==> config.mk <==
export PLATFORM = sky130hd
export DESIGN_NAME = ex_muldiv
export DESIGN_NICKNAME = d
export VERILOG_FILES = /design/src/rtl/ex_muldiv_pkg.sv /design/src/rtl/ex_muldiv_div_step.sv /design/src/rtl/ex_muldiv.sv
export SDC_FILE = /design/constraint.sdc
export NUM_CORES = 1
export LEC_CHECK = 0
export BUFFER_PORTS_ARGS = -buffer_cell sky130_fd_sc_hd__buf_2
export CAP_MARGIN = 20
export CORE_MARGIN = 5
export CORE_UTILIZATION = 51
export CTS_CLUSTER_SIZE = 40
export DETAILED_ROUTE_END_ITERATION = 10
export PLACE_DENSITY = 0.69
export SLEW_MARGIN = 30
export SYNTH_ARGS = -nofsm -noshare
export SYNTH_HDL_FRONTEND = slang
export SYNTH_HIERARCHICAL = 1
export SYNTH_SLANG_ARGS = --single-unit
==> constraint.sdc <==
create_clock -name clk -period 12.2 [get_ports clk]
set_input_delay 0.61 -clock clk [delete_from_list [all_inputs] [get_ports clk]]
set_output_delay 0.61 -clock clk [all_outputs]
set_load 0.02 [all_outputs]
==> src/rtl/ex_muldiv_pkg.sv <==
// Shared constants for the RV32M multiply/divide unit: funct3 op codes,
// the M-extension funct7, FSM state encodings and common zero/enable values.
package ex_muldiv_pkg;

  localparam logic [2:0] F3_MUL    = 3'b000;
  localparam logic [2:0] F3_MULH   = 3'b001;
  localparam logic [2:0] F3_MULHSU = 3'b010;
  localparam logic [2:0] F3_MULHU  = 3'b011;
  localparam logic [2:0] F3_DIV    = 3'b100;
  localparam logic [2:0] F3_DIVU   = 3'b101;
  localparam logic [2:0] F3_REM    = 3'b110;
  localparam logic [2:0] F3_REMU   = 3'b111;

  localparam logic [6:0] INST_M_FUNCT7 = 7'b0000001;

  localparam logic [1:0] ST_IDLE = 2'd0;
  localparam logic [1:0] ST_CALC = 2'd1;
  localparam logic [1:0] ST_DONE = 2'd2;

  localparam logic [31:0] ZERO_WORD     = 32'h0000_0000;
  localparam logic [4:0]  ZERO_REG      = 5'd0;
  localparam logic        WRITE_ENABLE  = 1'b1;
  localparam logic        WRITE_DISABLE = 1'b0;

endpackage

==> src/rtl/ex_muldiv_div_step.sv <==
// One combinational restoring-division step: shifts the next dividend bit
// into the partial remainder and subtracts the divisor when it fits.
module ex_muldiv_div_step #(
  parameter int XLEN = 32
) (
  input  logic [XLEN-1:0] rem_i,
  input  logic            dividend_bit_i,
  input  logic [XLEN-1:0] divisor_i,
  output logic [XLEN-1:0] rem_o,
  output logic            q_bit_o
);

  logic [XLEN:0] shifted;
  logic [XLEN:0] diff;

  // The remainder is always below the divisor, so the shifted value fits in XLEN+1 bits.
  assign shifted = {rem_i, dividend_bit_i};
  assign diff    = shifted - {1'b0, divisor_i};
  assign q_bit_o = ~diff[XLEN];
  assign rem_o   = q_bit_o ? diff[XLEN-1:0] : shifted[XLEN-1:0];

endmodule

==> src/rtl/ex_muldiv.sv <==
// EX-stage RV32M multiply/divide unit: iterative shift-add multiply and restoring divide.
// Defining MULDIV_FAST_MUL_EN replaces the iterative multiply with a single-cycle product.
module ex_muldiv
  import ex_muldiv_pkg::*;
#(
  parameter int XLEN  = 32,
  parameter int CNT_W = 6
) (
  input  logic            clk,
  input  logic            rst,
  input  logic            start_i,
  input  logic [2:0]      funct3_i,
  input  logic [XLEN-1:0] op1_i,
  input  logic [XLEN-1:0] op2_i,
  input  logic [4:0]      reg_waddr_i,
  input  logic            abort_i,
  output logic            hold_req_o,
  output logic            busy_o,
  output logic [XLEN-1:0] result_o,
  output logic            result_valid_o,
  output logic [4:0]      reg_waddr_o,
  output logic            reg_wen_o
);

  logic [1:0]       state_q, state_d;
  logic [CNT_W-1:0] cnt_q, cnt_d;
  logic [XLEN-1:0]  a_q, a_d;
  logic [XLEN-1:0]  b_q, b_d;
  logic [XLEN-1:0]  r_q, r_d;
  logic             neg_q, neg_d;
  logic [2:0]       funct3_q, funct3_d;
  logic [4:0]       waddr_q, waddr_d;

  logic            signed1, signed2, neg1, neg2, neg_sel;
  logic [XLEN-1:0] mag1, mag2;
  logic            is_div_i, div_by_zero, div_ovf;
  logic [XLEN:0]   mul_sum;
  logic [XLEN-1:0] step_rem;
  logic            step_q;

  always_comb begin
    signed1     = funct3_i inside {F3_MUL, F3_MULH, F3_MULHSU, F3_DIV, F3_REM};
    signed2     = funct3_i inside {F3_MUL, F3_MULH, F3_DIV, F3_REM};
    neg1        = signed1 & op1_i[XLEN-1];
    neg2        = signed2 & op2_i[XLEN-1];
    mag1        = neg1 ? -op1_i : op1_i;
    mag2        = neg2 ? -op2_i : op2_i;
    neg_sel     = (funct3_i == F3_REM) ? neg1 : (neg1 ^ neg2);
    is_div_i    = funct3_i[2];
    div_by_zero = (op2_i == '0);
    div_ovf     = ~funct3_i[0] & (op1_i == {1'b1, {(XLEN-1){1'b0}}}) & (op2_i == '1);
  end

`ifdef MULDIV_FAST_MUL_EN
  logic [2*XLEN-1:0] fast_prod;
  assign fast_prod = {{XLEN{1'b0}}, mag1} * {{XLEN{1'b0}}, mag2};
`endif

  assign mul_sum = {1'b0, r_q} + (b_q[0] ? {1'b0, a_q} : '0);

  ex_muldiv_div_step #(.XLEN(XLEN)) u_div_step (
    .rem_i          (r_q),
    .dividend_bit_i (b_q[XLEN-1]),
    .divisor_i      (a_q),
    .rem_o          (step_rem),
    .q_bit_o        (step_q)
  );

  always_comb begin
    state_d  = state_q;
    cnt_d    = cnt_q;
    a_d      = a_q;
    b_d      = b_q;
    r_d      = r_q;
    neg_d    = neg_q;
    funct3_d = funct3_q;
    waddr_d  = waddr_q;
    case (state_q)
      ST_IDLE: begin
        if (start_i && !abort_i) begin
          funct3_d = funct3_i;
          waddr_d  = reg_waddr_i;
          neg_d    = neg_sel;
          cnt_d    = CNT_W'(XLEN-1);
          if (is_div_i) begin
            // Corner cases are preloaded so the normal fix-up in DONE yields the final value.
            if (div_by_zero) begin
              b_d     = '1;
              r_d     = op1_i;
              neg_d   = 1'b0;
              state_d = ST_DONE;
            end else if (div_ovf) begin
              b_d     = {1'b1, {(XLEN-1){1'b0}}};
              r_d     = '0;
              neg_d   = 1'b0;
              state_d = ST_DONE;
            end else begin
              a_d     = mag2;
              b_d     = mag1;
              r_d     = '0;
              state_d = ST_CALC;
            end
          end else begin
`ifdef MULDIV_FAST_MUL_EN
            {r_d, b_d} = fast_prod;
            state_d    = ST_DONE;
`else
            a_d     = mag1;
            b_d     = mag2;
            r_d     = '0;
            state_d = ST_CALC;
`endif
          end
        end
      end
      ST_CALC: begin
        if (funct3_q[2]) begin
          r_d = step_rem;
          b_d = {b_q[XLEN-2:0], step_q};
        end else begin
          r_d = mul_sum[XLEN:1];
          b_d = {mul_sum[0], b_q[XLEN-1:1]};
        end
        cnt_d = cnt_q - CNT_W'(1);
        if (cnt_q == '0) state_d = ST_DONE;
      end
      ST_DONE: state_d = ST_IDLE;
      default: state_d = ST_IDLE;
    endcase
    if (abort_i) state_d = ST_IDLE;
  end

  always_ff @(posedge clk or negedge rst) begin
    if (!rst) begin
      state_q  <= ST_IDLE;
      cnt_q    <= '0;
      a_q      <= '0;
      b_q      <= '0;
      r_q      <= '0;
      neg_q    <= 1'b0;
      funct3_q <= 3'b000;
      waddr_q  <= ZERO_REG;
    end else begin
      state_q  <= state_d;
      cnt_q    <= cnt_d;
      a_q      <= a_d;
      b_q      <= b_d;
      r_q      <= r_d;
      neg_q    <= neg_d;
      funct3_q <= funct3_d;
      waddr_q  <= waddr_d;
    end
  end

  logic [XLEN-1:0]   div_raw, div_res, mul_res;
  logic [2*XLEN-1:0] prod_fix;

  // {r_q, b_q} holds the product magnitude for multiplies and {remainder, quotient} for divides.
  always_comb begin
    div_raw  = funct3_q[1] ? r_q : b_q;
    div_res  = neg_q ? -div_raw : div_raw;
    prod_fix = neg_q ? -{r_q, b_q} : {r_q, b_q};
    mul_res  = (funct3_q == F3_MUL) ? prod_fix[XLEN-1:0] : prod_fix[2*XLEN-1:XLEN];
  end

  assign busy_o         = (state_q != ST_IDLE);
  assign hold_req_o     = ~abort_i & (((state_q == ST_IDLE) & start_i) | (state_q == ST_CALC));
  assign result_valid_o = (state_q == ST_DONE);
  assign reg_wen_o      = (state_q == ST_DONE) ? WRITE_ENABLE : WRITE_DISABLE;
  assign reg_waddr_o    = waddr_q;
  assign result_o       = (state_q != ST_DONE) ? XLEN'(ZERO_WORD)
                        : (funct3_q[2] ? div_res : mul_res);

endmodule
======== Word-level counts from Yosys, hierarchy flattened ========
Cells that the tools add are included.
storage, ports and cells
  register bits ........................... 113
  word-level logic and storage cells ...... 93
operators by class
  bitwise operators ....................... 11
  muxes and demuxes ....................... 38
  equal/unequal tests ..................... 14
  reduce and logical (&&, ||, !) cells .... 15
  add/subtract/negate cells ............... 7
operators with widths
  kind                                               count
  2-to-1 mux 32 bit                                  21
  case mux 32 bit (2 select lines)                   2
  negation 32 bit                                    3
  == test 32 bit (second input constant)             2
  2-to-1 mux 64 bit                                  1
  negation 64 bit                                    1
  adder 32 x 32 -> 33 bit                            1
  subtractor 33 x 32 -> 33 bit                       1
  zero test 32 bit                                   1
  2-to-1 mux 2 bit                                   6
  case mux 6 bit (2 select lines)                    1
  inequality test 2 bit (second input constant)      4
  bitwise AND 1 bit                                  6
  == test 3 bit (second input constant)              2
  zero test 3 bit                                    2
  zero test 6 bit                                    1
  2-to-1 mux 6 bit                                   1
  inequality test 3 bit (second input constant)      2
  AND reduction 2 bit                                3
  subtractor 6 x 1 -> 6 bit (second input constant)  1
  2-to-1 mux 1 bit                                   5
  nonzero test 5 bit                                 1
  case mux 2 bit (2 select lines)                    1
  AND reduction 4 bit                                1
  12 further kinds                                   15

======== Logic depth before layout (Yosys ltp) ========
Gate-level depths: netlist of the first run.
  word-level depth ........................ 9
  gate-level depth with buffers ........... 20
  gate-level depth less buffers ........... 18

======== By module ========
The synthesis of the first run kept the hierarchy.
modules (own cells, without submodules)
  module              times used  area each (um2)  seq. area each (um2)  cells an instance
  ex_muldiv           1           12582.1          2827.7                1690
  ex_muldiv_div_step  1           2358.5           0.0                   305

======== Worst setup path after synthesis of the first run ========
OpenSTA, ideal clock, no wires.
  path type ............................... reg2out
  start point ............................. register funct3_q[1]
  end point ............................... output port result_o[26]
  arrival time ............................ 4455 ps
  buffers on the path ..................... 6
  required time ........................... 11590 ps
  cell stages (with the launch flop) ...... 15
  setup slack ............................. 7135 ps
  cell sequence ........................... dfrtp_1 clkbuf_1 buf_2 buf_2 buf_1 clkbuf_1 mux2i_1 ha_1 o21ai_0 or3_1 or4_1 clkbuf_1 o41ai_1 xor2_1 o21ai_0
between the ends
  longest elaborated chain between the ends .. 5
  elaborated cells on any way between the ends .. 7
  classes of those cells .................. add/sub (1); mux (5); reduce/logical (1)
RTL lines
  item                    line              text
  from (decl)             ex_muldiv.sv:31   logic [2:0] funct3_q, funct3_d;
  from (signal assigned)  ex_muldiv.sv:150  funct3_q <= funct3_d;
  2-to-1 mux 32 bit       ex_muldiv.sv:160  div_raw = funct3_q[1] ? r_q : b_q;
  negation 32 bit         ex_muldiv.sv:161  div_res = neg_q ? -div_raw : div_raw;
  2-to-1 mux 32 bit       ex_muldiv.sv:161
  2-to-1 mux 32 bit *     ex_muldiv.sv:172  : (funct3_q[2] ? div_res : mul_res);
  2-to-1 mux 32 bit *     ex_muldiv.sv:171  assign result_o = (state_q != ST_DONE) ? XLEN'(ZERO_WORD)
  to (decl)               ex_muldiv.sv:19   output logic [XLEN-1:0] result_o,
Mark *: on every way between the ends. The rest lies on a longest branch, timed or not.

======== Worst setup path after layout of the first run ========
  start point ............................. register b_q[2]
  end point ............................... output port result_o[31]
between the ends
  longest elaborated chain between the ends .. 5
  elaborated cells on any way between the ends .. 8
  classes of those cells .................. add/sub (2); mux (6)
RTL lines
  item                                                         line                                text
  from (decl)                                                  ex_muldiv.sv:28                     logic [XLEN-1:0] b_q, b_d;
  from (signal assigned)                                       ex_muldiv.sv:138                    b_q <= '0;
  from (signal assigned)                                       ex_muldiv.sv:147                    b_q <= b_d;
  negation 64 bit / 2-to-1 mux 32 bit (equally long branches)  ex_muldiv.sv:162, ex_muldiv.sv:160
  2-to-1 mux 64 bit / negation 32 bit (equally long branches)  ex_muldiv.sv:162, ex_muldiv.sv:161
  2-to-1 mux 32 bit (on tied branches)                         ex_muldiv.sv:163, ex_muldiv.sv:161
  2-to-1 mux 32 bit *                                          ex_muldiv.sv:172
  2-to-1 mux 32 bit *                                          ex_muldiv.sv:171
Marks and branches as above.

==> results of run 1 <==
-- path summary, 6_finish.rpt --
check | end | slack (ns) | depth (start not counted)
worst min-delay path | a_q[27] | 0.18 | 1
worst max-delay path | result_o[31] | 7.39 | 9
max in group asynchronous | neg_q | 10.89 | 2
worst min register to register | reg_waddr_o[4] | 0.48 | 2
min in group clk | reg_waddr_o[2] | 0.37 | 3
worst max register to register | r_q[28] | 7.60 | 18
-- layout make-up --
cell class	instances	area [um^2]
antenna	1	2.502
clock buffer	17	425.4
clock inverter	15	185.2
fill	2767	12680
inverter	59	229.0
multi-input combinational	1672	11240
sequential	113	2834
tap	384	480.5
timing repair buffer	132	706.9
-- logic make-up after synthesis --
kind of cell	count (synthesis)	synth area share, %
compound gates	635	27.13
fa+ha+maj	73	6.214
flops	113	18.93
buf+inv	210	6.097
xor+xnor	193	11.31
mux	104	7.772
simple gates	667	22.55
-- power groups by stage --
stage | Clock [mW] | Combinational [mW] | Sequential (mW)
6_report | 0.531 | 2.31 | 0.816
5_1_grt | 0.555 | 2.50 | 0.836
4_1_cts | 0.536 | 2.25 | 0.801
3_5_place_dp | 0 | 2.23 | 0.808
3_3_place_gp | 0 | 2.21 | 0.802
2_1_floorplan | 0 | 1.95 | 0.610
-- flip-flops by register name, summed over array words and instances, names as in the netlist --
name	count
a_q	32
cnt_q	6
funct3_q	3
b_q	32
state_q	2
neg_q	1
r_q	32
reg_waddr_o	5
-- worst max-delay path, stage by stage, from the launching register on --
cell and delay (ns):
dfrtp_1 0.51, nor4_1 0.68, nand4b_1 0.40, nor4_1 0.74, nand3_1 0.34, o41ai_1 0.39, xnor2_1 0.18, mux2i_1 0.12
o221ai_1 0.21, buf_2 0.20
-- layer usage --
layer	global-route usage, %	part of all wire [%]	wire length (um)
met1	44.32	42	22780
met2	47.83	44	23440
met3	6.374	11	5820
met4	9.847	3.2	1713
met5	0	0	0
-- through the flow --
step	hold WS, ns	std cells	worst slack (ns)	power, mW	utilization (%)
global placement	0.4583	2360	7.784	3.007	53.78
finish	0.1843	2393	7.387	3.653	55.95
global route	0.2242	2392	7.120	3.890	55.94
CTS	0.3251	2392	7.475	3.584	55.90
detailed placement	0.4606	2360	7.700	3.035	53.78
floorplan	0.3144	1995	7.135	2.556	-
-- layout by cell type (no fill, tap or decap), types with 34 or more instances in the layout --
cell type	instances
ha_1	71
a21oi_1	135
o21ai_1	63
buf_2	115
nor3_1	45
xor2_1	83
mux2i_1	74
nand2_1	191
o21ai_0	142
dfrtp_1	110
inv_1	57
and2_1	37
nor2_1	141
xnor2_1	110
o22ai_1	34
nand3_1	62
==> qor.csv, run 1 <==
stage,metric,value,unit
synth,post-synth-top-count-cell,nand2_1,
route,route.final.wire_length,53760,um
power,leakagePower,6.713,nW
route,wire_per_inst,22.47,um
critical_path,rr_startpoint,b_q[31],
synth,warnings_synthesis,6,
timing,worstMarginPinSlew,0.9774,ns
clock_network,cts.htree.levels,4,
clock_network,insertion_delay_to_the_later_sink_of_the_worst_skew_pair,0.43,ns
placed_design,hpwlAfterDp,40870,um
power,cell_internal_pwr,1.814,mW
power,p_per_area,226.9,nW/um^2
outcome,run_status,"complete, no violations",
timing,fin_tns_setup,0,ns
timing,finalHoldViolCount,0,
global_route,grt_antenna_before_repair,0,
clock_network,post_cts_hold_buffer_count,0,
critical_path,worst_setup_path_end_kind,output pin,
critical_path,worstSetupStartpoint,b_q[2],
global_route,maximum_number_of_pins_on_one_net_before_global_route_repair,102,
clock_network,cts_resized,0,
timing,grt_setup_unrepaired,false,
synth,post_synth_most_frequent_cells,"nand2_1, nor2_1, o21ai_0",
critical_path,worstSetupStartpointType,register,
global_route,grt_first_pass_wirelength,82920,um
job,maxCapViolCount,0,
final_layout,final_net_count,2144,
critical_path,critical_path_maximum_fanout,10,
placed_design,placement.io_buffers,116,
synth,synthesis.instances,1995,
floorplanning,boundaryPins,117,
synth,ys_top_cells_by_area,"dfrtp_1, xnor2_1, ha_1, mux2i_1, xor2_1",
clock_network,cts_tree,yes,
power,switching_share,50.35,%
floorplanning,die_w,181.2,um
timing,final_setup_violating_endpoints,0,
timing,min_period,4.813,ns
timing,worst_clock_skew,0.01100,ns
timing,slew-limit-headroom,34.60,%
global_route,vias_in_the_first_global_route,14780,
floorplanning,die_area,32820,um^2
clock_network,clock-root-buffer,clkbuf_16,
global_route,overflow,0,
clock_network,clock_tree.buffer_depth,2,
critical_path,cp.arrival,4.20,ns
synth,yosysTopAreaCell,dfrtp_1,
route,drt-vias-per-instance,6.669,
clock_network,clkSlewWorstSetupHoldPaths,0.06,ns
synth,syn-num-nets,2144,
clock_network,cts-buffers-inserted,17,
route,first_drt_pass_iteration_count,6,
synth,synthesis.area,14940,um^2
final_layout,post_route_cells_drive_above_1_share,12.00,%
floorplanning,floorplan.initialDensity,51.91,%
power,vdd_ir_drop_max,0.1431,mV
synth,synthArstFlopShare,100.0,%
power,part_of_the_power_in_registers,22.3,%
timing,maxClockFrequency,0.2078,GHz
route,dr_total_vias,15960,
power,clock_power_share,14.5,%
route,drc,0,
critical_path,timing.critical_path.required,11.59,ns
timing,final_max_slew_viol_count,0,
floorplanning,core_area,28780,um^2
synth,netlist.area_leader.share,18.93,%
synth,mean_area_per_synthesized_cell,7.489,um^2
route,drt_first_iter_violations,2124,
floorplanning,chipHeight,181.2,um
clock_network,clock_sinks,113,
synth,ys_seq_elements,113,
critical_path,type_of_the_worst_setup_path,reg2out,
floorplanning,floorplan_row_count,62,
synth,yosysUniqueCellTypes,98,
power,power.share.combinational,63.1,%
synth,synth_flop_cell,dfrtp_1,
global_route,grtUsageTotal,31.26,%
synth,post_synth_edffs,0,
timing,layout_worst_path_cycle_share,39.45,%
min_path,hold_path.class,in2async,
synth,fraction_of_the_yosys_area_taken_by_sequential_cells,18.93,%
final_layout,area.growth.synth_to_final,7.772,%
route,ant_nets,0,
placed_design,finalWeightedCongestion,1.025,
final_layout,postLayoutCellArea,16100,um^2
placed_design,post_dp_cell_area,15480,um^2
power,net-switching-power,1.839,mW
clock_network,cts_setup_buffers,0,
Power figures use the tool's default switching activity.
==> run 2: changes to the inputs <==
==> constraint.sdc (replaced) <==
create_clock -name clk -period 4.5 [get_ports clk]
set_input_delay 0.225 -clock clk [delete_from_list [all_inputs] [get_ports clk]]
set_output_delay 0.225 -clock clk [all_outputs]
set_load 0.02 [all_outputs]
==> run 2 against run 1 <==
  * Sequential share of layout area decreased by 0.28 points
  * Global-route usage increased by 0.41 points
  * Non-clock buffer count increased by 32
  * Final cell count increased by 1.3%
  * Utilization increased by 0.90 points
  * Critical endpoint is now r_q[28]
==> qor.csv, run 2 (synthesis gave the netlist of run 1 again) <==
stage,metric,value,unit,change
outcome,run_status,"complete, no violations",,unchanged
min_path,hold-path-cell-count,2,,
job,maxCapViolCount,0,,unchanged
critical_path,worst_path_most_repeated_cell,a21oi_1,,was nor4_1
timing,slew-limit-headroom,30.71,%,was 34.60%
floorplanning,boundaryPins,117,,unchanged
power,vdd_ir_drop_max,0.3471,mV,was 0.1431 mV
route,route.final.wire_length,54780,um,was 53760 um
timing,fin_tns_setup,0,ns,unchanged
route,drc,0,,unchanged
final_layout,postLayoutCellArea,16360,um^2,was 16100 um^2
timing,layout_worst_path_cycle_share,93.13,%,
critical_path,cp_cell_sequence,ha_1 -> fa_1 -> and2b_1 -> o2111ai_2 -> a21oi_2 -> o2111ai_1 -> a211oi_2 -> nor2_4 -> mux2i_4 -> and2_4 -> inv_8 -> mux2_4 -> a21oi_1 -> o211ai_1 -> a21oi_1 -> o41ai_1 -> a41o_1,,was nor4_1 -> nand4b_1 -> nor4_1 -> nand3_1 -> o41ai_1 -> xnor2_1 -> mux2i_1 -> o221ai_1 -> buf_2
final_layout,post_route_cells_drive_above_1_share,13.05,%,was 12.00%
global_route,grt_first_pass_wirelength,84100,um,was 82920 um
critical_path,timing.critical_path.required,4.82,ns,was 11.59 ns
critical_path,worstSetupStartpointType,register,,unchanged
timing,final_max_slew_viol_count,0,,unchanged
power,leakagePower,6.882,nW,was 6.713 nW
global_route,grt_antenna_before_repair,0,,unchanged
clock_network,cts_setup_buffers,0,,unchanged
min_path,hold_path.class,in2reg,,was in2async
final_layout,final_cell_mix,"nand2_1, nor2_1, o21ai_0",,"was nand2_1, o21ai_0, nor2_1"
min_path,holdCritStartpoint,abort_i,,
power,p_per_area,613.0,nW/um^2,was 226.9 nW/um^2
final_layout,area.growth.synth_to_final,9.513,%,was 7.772%
power,clock_power_share,14.3,%,was 14.5%
route,first_drt_pass_iteration_count,9,,was 6
power,power_after_layout,10.03,mW,was 3.653 mW
critical_path,rr_startpoint,a_q[0],,was b_q[31]
floorplanning,floorplan_row_count,62,,unchanged
route,wire_per_inst,22.61,um,was 22.47 um
placed_design,finalWeightedCongestion,0.9875,,was 1.025
timing,min_period,4.191,ns,
clock_network,insertion_delay_to_the_later_sink_of_the_worst_skew_pair,0.43,ns,about the same
critical_path,worst_setup_path_end_kind,register,,was output pin
timing,maxClockFrequency,0.2386,GHz,
floorplanning,core_area,28780,um^2,unchanged
clock_network,clock_tree.buffer_depth,2,,unchanged
critical_path,timing.reg2reg.setup_slack,0.31,ns,was 7.60 ns
global_route,maximum_number_of_pins_on_one_net_before_global_route_repair,75,,was 102
final_layout,biggestRegsByFlops,"a_q (32), b_q (32), r_q (32)",,unchanged
timing,worst_clock_skew,0.01398,ns,was 0.01100 ns
route,drt_first_iter_violations,2104,,was 2124
clock_network,clock_sinks,113,,unchanged
floorplanning,die_w,181.2,um,unchanged
floorplanning,die_area,32820,um^2,unchanged
critical_path,critPathSlowestCell,fa_1,,was nor4_1
clock_network,clock-root-buffer,clkbuf_16,,unchanged
final_layout,fillerInstances,2775,,was 2767
critical_path,cp.arrival,4.51,ns,was 4.20 ns
route,dr_total_vias,16010,,was 15960
global_route,overflow,0,,unchanged
critical_path,worst_r2r_endpoint,r_q[28],,unchanged
clock_network,cts_tree,yes,,unchanged
timing,finalHoldViolCount,0,,unchanged
placed_design,hpwlAfterDp,42100,um,was 40870 um
power,part_of_the_power_in_registers,20.8,%,was 22.3%
power,net-switching-power,5.017,mW,was 1.839 mW
critical_path,crit_path_max_incr_delay,0.42,ns,was 0.74 ns
final_layout,combined_area_of_the_multi_input_logic_cells,11240,um^2,unchanged
final_layout,final_common_cell,nand2_1,,unchanged
final_layout,sequential_cell_area,2834,um^2,unchanged
placed_design,post_dp_cell_area,15690,um^2,was 15480 um^2
route,ant_nets,0,,unchanged
timing,grt_setup_unrepaired,false,,unchanged
clock_network,cts-buffers-inserted,17,,unchanged
timing,worstMarginPinSlew,1.038,ns,was 0.9774 ns
clock_network,clkSlewWorstSetupHoldPaths,0.07,ns,was 0.06 ns
power,cell_internal_pwr,5.013,mW,was 1.814 mW
floorplanning,chipHeight,181.2,um,unchanged
timing,final_setup_violating_endpoints,0,,unchanged
final_layout,antenna_cells,0,,was 1
floorplanning,floorplan.initialDensity,51.91,%,unchanged
critical_path,type_of_the_worst_setup_path,reg2reg,,was reg2out
power,switching_share,50.02,%,was 50.35%
placed_design,placement.io_buffers,116,,unchanged
global_route,grtUsageTotal,31.67,%,was 31.26%
global_route,vias_in_the_first_global_route,14730,,was 14780
critical_path,critical_path_maximum_fanout,24,,was 10
route,drt-vias-per-instance,6.605,,was 6.669
critical_path,worst_r2r_path_depth,17,,was 18
min_path,worst_hold_path.endpoint,state_q[1],,
final_layout,final_net_count,2176,,was 2144
clock_network,cts.htree.levels,4,,unchanged
power,power.share.combinational,64.9,%,was 63.1%
==> run 2: changes by cell type in the layout (fill, tap and decap cells not counted), moves of 3 or more <==
cell,before,now
clkinv_4,3,6
dlygate4sd3_1,0,6
buf_4,16,42
clkinvlp_4,4,1
==> run 2: repair_timing <==
item	CTS	global route
hold endpoints to repair	24	0
endpoints found under the setup margin	0	1
hold buffers	6	0
gates resized for setup	0	1
==> run 2: how the worst max path moves through the flow <==
stage / slack [ns] / to / depth (start not counted) / from
after floorplan: 0.11 / result_o[30] / 14 / funct3_q[1]
after global placement: 0.45 / r_q[28] / 18 / b_q[31]
after detailed placement: 0.39 / r_q[28] / 17 / a_q[0]
after CTS: 0.20 / result_o[31] / 9 / b_q[6]
after global routing: 0.09 / result_o[26] / 9 / funct3_q[1]
final: 0.31 / r_q[28] / 17 / a_q[0]
==> run 2: worst max-delay path: cells and delay by family, from the launching register on <==
family / cells / cell delay [ns]
adder cells (fa/ha/maj): 2 / 0.64
multiplexers: 2 / 0.54
flip-flops: 1 / 0.40
AND/OR/NAND/NOR: 3 / 0.59
buffers and inverters: 1 / 0.22
AO/OA/AOI/OAI: 9 / 1.69
==> run 2: metal layers <==
metal / routed length [um] / track usage [%]
met4: 1532 / 9.006
met5: 0 / 0
met3: 5226 / 4.705
met2: 24080 / 49.28
met1: 23940 / 45.71
==> run 2: area by class of cell <==
type	instances	share of cell area, %
clock inverters	14	1.124
flip-flops and latches	113	17.32
inverters	59	1.399
repair buffers	164	5.934
clock buffers	17	2.600
multi-input cells	1672	68.69
well taps	384	2.936
==> run 2: power by group through the flow <==
stage	Sequential [mW]	Combinational, mW	Clock, mW
after floorplan	1.65	5.28	0
after global placement	2.06	6.26	0
after detailed placement	2.07	6.28	0
after CTS	2.06	6.33	1.45
after global routing	2.15	7.01	1.49
final	2.09	6.50	1.44
==> run 2: per-stage QoR <==
step | setup slack, ns | instances | utilization, % | hold WS, ns
after floorplan | 0.1114 | 1995 | - | -0.07059
after global placement | 0.4478 | 2386 | 54.50 | 0.1348
after detailed placement | 0.3878 | 2386 | 54.50 | 0.1353
after CTS | 0.2025 | 2423 | 56.83 | 0.01918
after global routing | 0.09473 | 2423 | 56.85 | 0.03799
final | 0.3092 | 2423 | 56.85 | 0.02722
==> run 3: changes to the inputs <==
--- a/config.mk
+++ b/config.mk
@@ -7,7 +7,7 @@
 export LEC_CHECK = 0
 export BUFFER_PORTS_ARGS = -buffer_cell sky130_fd_sc_hd__buf_2
 export CAP_MARGIN = 20
-export CORE_MARGIN = 5
+export CORE_MARGIN = 4
 export CORE_UTILIZATION = 51
 export CTS_CLUSTER_SIZE = 40
 export DETAILED_ROUTE_END_ITERATION = 10
==> run 3 against run 2 <==
  * Final cell count rose by 0.12%
  * Maximum frequency rose by 0.53%
  * Global-route usage rose by 1.8 points
  * Via count rose by 0.79%
  * Sequential power barely moved
  * Clock-buffer cell count did not move
  * Power fell by 1.6%
  * Sequential cell count did not move
  * Register-to-register slack improved by 0.02 ns
  * Highest routed layer unchanged
==> qor.csv, run 3 (synthesis gave the netlist of run 1 again) <==
stage,metric,value,unit,change
timing,grt_setup_unrepaired,false,,unchanged
timing,fin_tns_setup,0,ns,unchanged
critical_path,worst_path_most_repeated_cell,a21oi_1,,unchanged
route,drc,0,,unchanged
clock_network,cts-buffers-inserted,17,,unchanged
clock_network,clock_tree.buffer_depth,2,,unchanged
placed_design,placement.io_buffers,116,,unchanged
outcome,run_status,"complete, no violations",,unchanged
critical_path,worstSetupStartpointType,register,,unchanged
timing,min_period,4.169,ns,was 4.191 ns
critical_path,type_of_the_worst_setup_path,reg2reg,,unchanged
timing,maxClockFrequency,0.2399,GHz,was 0.2386 GHz
final_layout,layout.core_utilization,56.77,%,was 56.85%
clock_network,cts_tree,yes,,unchanged
global_route,grt_first_pass_wirelength,84400,um,was 84100 um
route,drt-vias-per-instance,6.649,,was 6.605
placed_design,place_worst_setup_slack,0.4047,ns,was 0.3878 ns
critical_path,cp_cell_sequence,ha_1 -> fa_1 -> and2b_1 -> o2111ai_2 -> a21oi_2 -> o2111ai_1 -> a211oi_2 -> nor2_4 -> mux2i_4 -> and2_4 -> inv_8 -> mux2_4 -> a21oi_1 -> o211ai_1 -> a21oi_1 -> o41ai_1 -> a41o_1,,unchanged
floorplanning,boundaryPins,117,,unchanged
min_path,hold-path-cell-count,2,,unchanged
timing,final_max_slew_viol_count,0,,unchanged
critical_path,critPathSlowestCell,fa_1,,unchanged
timing,layout_worst_path_cycle_share,92.64,%,was 93.13%
placed_design,hpwlAfterDp,41710,um,was 42100 um
global_route,overflow,0,,unchanged
final_layout,biggestRegsByFlops,"a_q (32), b_q (32), r_q (32)",,unchanged
final_layout,final_cell_mix,"nand2_1, nor2_1, o21ai_0",,unchanged
route,dr_total_vias,16130,,was 16010
clock_network,clock_sinks,113,,unchanged
floorplanning,die_w,179.2,um,was 181.2 um
critical_path,timing.reg2reg.setup_slack,0.33,ns,was 0.31 ns
route,ant_nets,0,,unchanged
route,drt_first_iter_violations,1900,,was 2104
critical_path,worst_r2r_endpoint,r_q[28],,unchanged
global_route,grt_busiest_layer,met2,,unchanged
critical_path,worst_r2r_path_depth,17,,unchanged
critical_path,cp.arrival,4.49,ns,was 4.51 ns
global_route,grtUsageTotal,33.42,%,was 31.67%
final_layout,final_net_count,2178,,was 2176
clock_network,insertion_delay_to_the_later_sink_of_the_worst_skew_pair,0.43,ns,about the same
critical_path,rr_startpoint,a_q[0],,unchanged
global_route,vias_in_the_first_global_route,14980,,was 14730
final_layout,final_common_cell,nand2_1,,unchanged
power,p_per_area,604.1,nW/um^2,was 613.0 nW/um^2
global_route,global_route.usage.met3,6.432,%,was 4.705%
route,route.final.wire_length,54590,um,was 54780 um
critical_path,critical_path_maximum_fanout,24,,unchanged
clock_network,clock-root-buffer,clkbuf_16,,unchanged
min_path,worst_hold_path.endpoint,state_q[1],,unchanged
route,first_drt_pass_iteration_count,6,,was 9
power,vdd_ir_drop_max,0.3486,mV,was 0.3471 mV
route,wire_per_inst,22.50,um,was 22.61 um
critical_path,timing.critical_path.required,4.82,ns,about the same
timing,worstMarginPinSlew,0.8151,ns,was 1.038 ns
final_layout,area.growth.synth_to_final,9.355,%,was 9.513%
timing,setup_slack,0.3312,ns,was 0.3092 ns
timing,finalHoldViolCount,0,,unchanged
job,maxCapViolCount,0,,unchanged
placed_design,post_dp_cell_area,15740,um^2,was 15690 um^2
final_layout,post_route_cells_drive_above_1_share,13.12,%,was 13.05%
power,leakagePower,6.868,nW,was 6.882 nW
floorplanning,floorplan_row_count,62,,unchanged
min_path,holdCritStartpoint,abort_i,,unchanged
clock_network,cts.htree.levels,4,,unchanged
timing,worst_clock_skew,0.01355,ns,was 0.01398 ns
global_route,met2_usage_grt,52.08,%,was 49.28%
clock_network,cts_resized,0,,unchanged
critical_path,critical_path.top_delay_family,compound AO/OA/AOI/OAI gates,,unchanged
min_path,hold_path.class,in2reg,,unchanged
placed_design,finalWeightedCongestion,1.021,,was 0.9875
global_route,grt_util_met1,47.38,%,was 45.71%
timing,slew-limit-headroom,45.53,%,was 30.71%
clock_network,post_cts_hold_buffer_count,6,,unchanged
final_layout,antenna_cells,0,,unchanged
critical_path,critical_path.n_buffers_inverters,1,,unchanged
clock_network,clkSlewWorstSetupHoldPaths,0.07,ns,about the same
critical_path,crit_path_max_incr_delay,0.41,ns,was 0.42 ns
critical_path,worst_setup_path_end_kind,register,,unchanged
final_layout,fillerInstances,2763,,was 2775
floorplanning,floorplan.initialDensity,51.91,%,unchanged
timing,final_setup_violating_endpoints,0,,unchanged
global_route,maximum_number_of_pins_on_one_net_before_global_route_repair,75,,unchanged
floorplanning,chipHeight,179.2,um,was 181.2 um
clock_network,cts_setup_buffers,0,,unchanged
floorplanning,core_area,28780,um^2,unchanged
floorplanning,die_area,32100,um^2,was 32820 um^2
global_route,grt_antenna_before_repair,0,,unchanged
final_layout,postLayoutCellArea,16340,um^2,was 16360 um^2
==> run 3: cell count changes in the layout (fill, tap and decap cells not counted) <==
cell        delta
buf_4          -1
clkinv_2       +3
bufinv_16      -3
clkinvlp_4     +3
nor4_1         +1
clkinv_4       -2
nor4_2         -1
buf_12         +3
==> run 3: how the worst max path moves through the flow <==
stage                      from           end  slack, ns  cells past startpoint
global route        funct3_q[1]  result_o[27]       0.03                      9
detailed placement       a_q[0]       r_q[28]       0.40                     17
floorplan           funct3_q[1]  result_o[30]       0.11                     14
finish                   a_q[0]       r_q[28]       0.33                     17
CTS                      a_q[0]       r_q[28]       0.37                     17
global placement        b_q[31]       r_q[28]       0.47                     18
==> run 3: per-stage QoR <==
| stage | hold WS [ns] | power, mW | cells |
|---|---|---|---|
| 2_1_floorplan | -0.07059 | 6.931 | 1995 |
| 3_3_place_gp | 0.3164 | 8.316 | 2388 |
| 3_5_place_dp | 0.3147 | 8.361 | 2388 |
| 4_1_cts | 0.01715 | 9.685 | 2426 |
| 5_1_grt | 0.03236 | 10.54 | 2426 |
| 6_report | 0.03256 | 9.869 | 2426 |
==> run 3: metal layers <==
layer | up-vias | wire (um) | share of wire [%]
li1 | 7431 | - | -
met1 | 7690 | 23660 | 43
met2 | 900 | 24080 | 44
met3 | 110 | 5461 | 10
met4 | 0 | 1395 | 2.6
met5 | - | 0 | 0
==> run 3: power by group <==
part           internal, mW  total (mW)  switching, mW  leakage, nW
clock                 0.708        1.28          0.571        0.257
sequential             1.33        2.12          0.784         1.40
combinational          2.80        6.47           3.67         5.21
==> run 3: layout make-up <==
cell class              count  area, um^2  area share [%]
clock buffers              17       425.4           2.604
clock inverters            15       113.9          0.6969
inverters                  59       229.0           1.401
multi-input cells        1672       11230           68.75
flip-flops and latches    113        2834           17.35
well taps                 384       480.5           2.941
repair buffers            166        1023           6.264
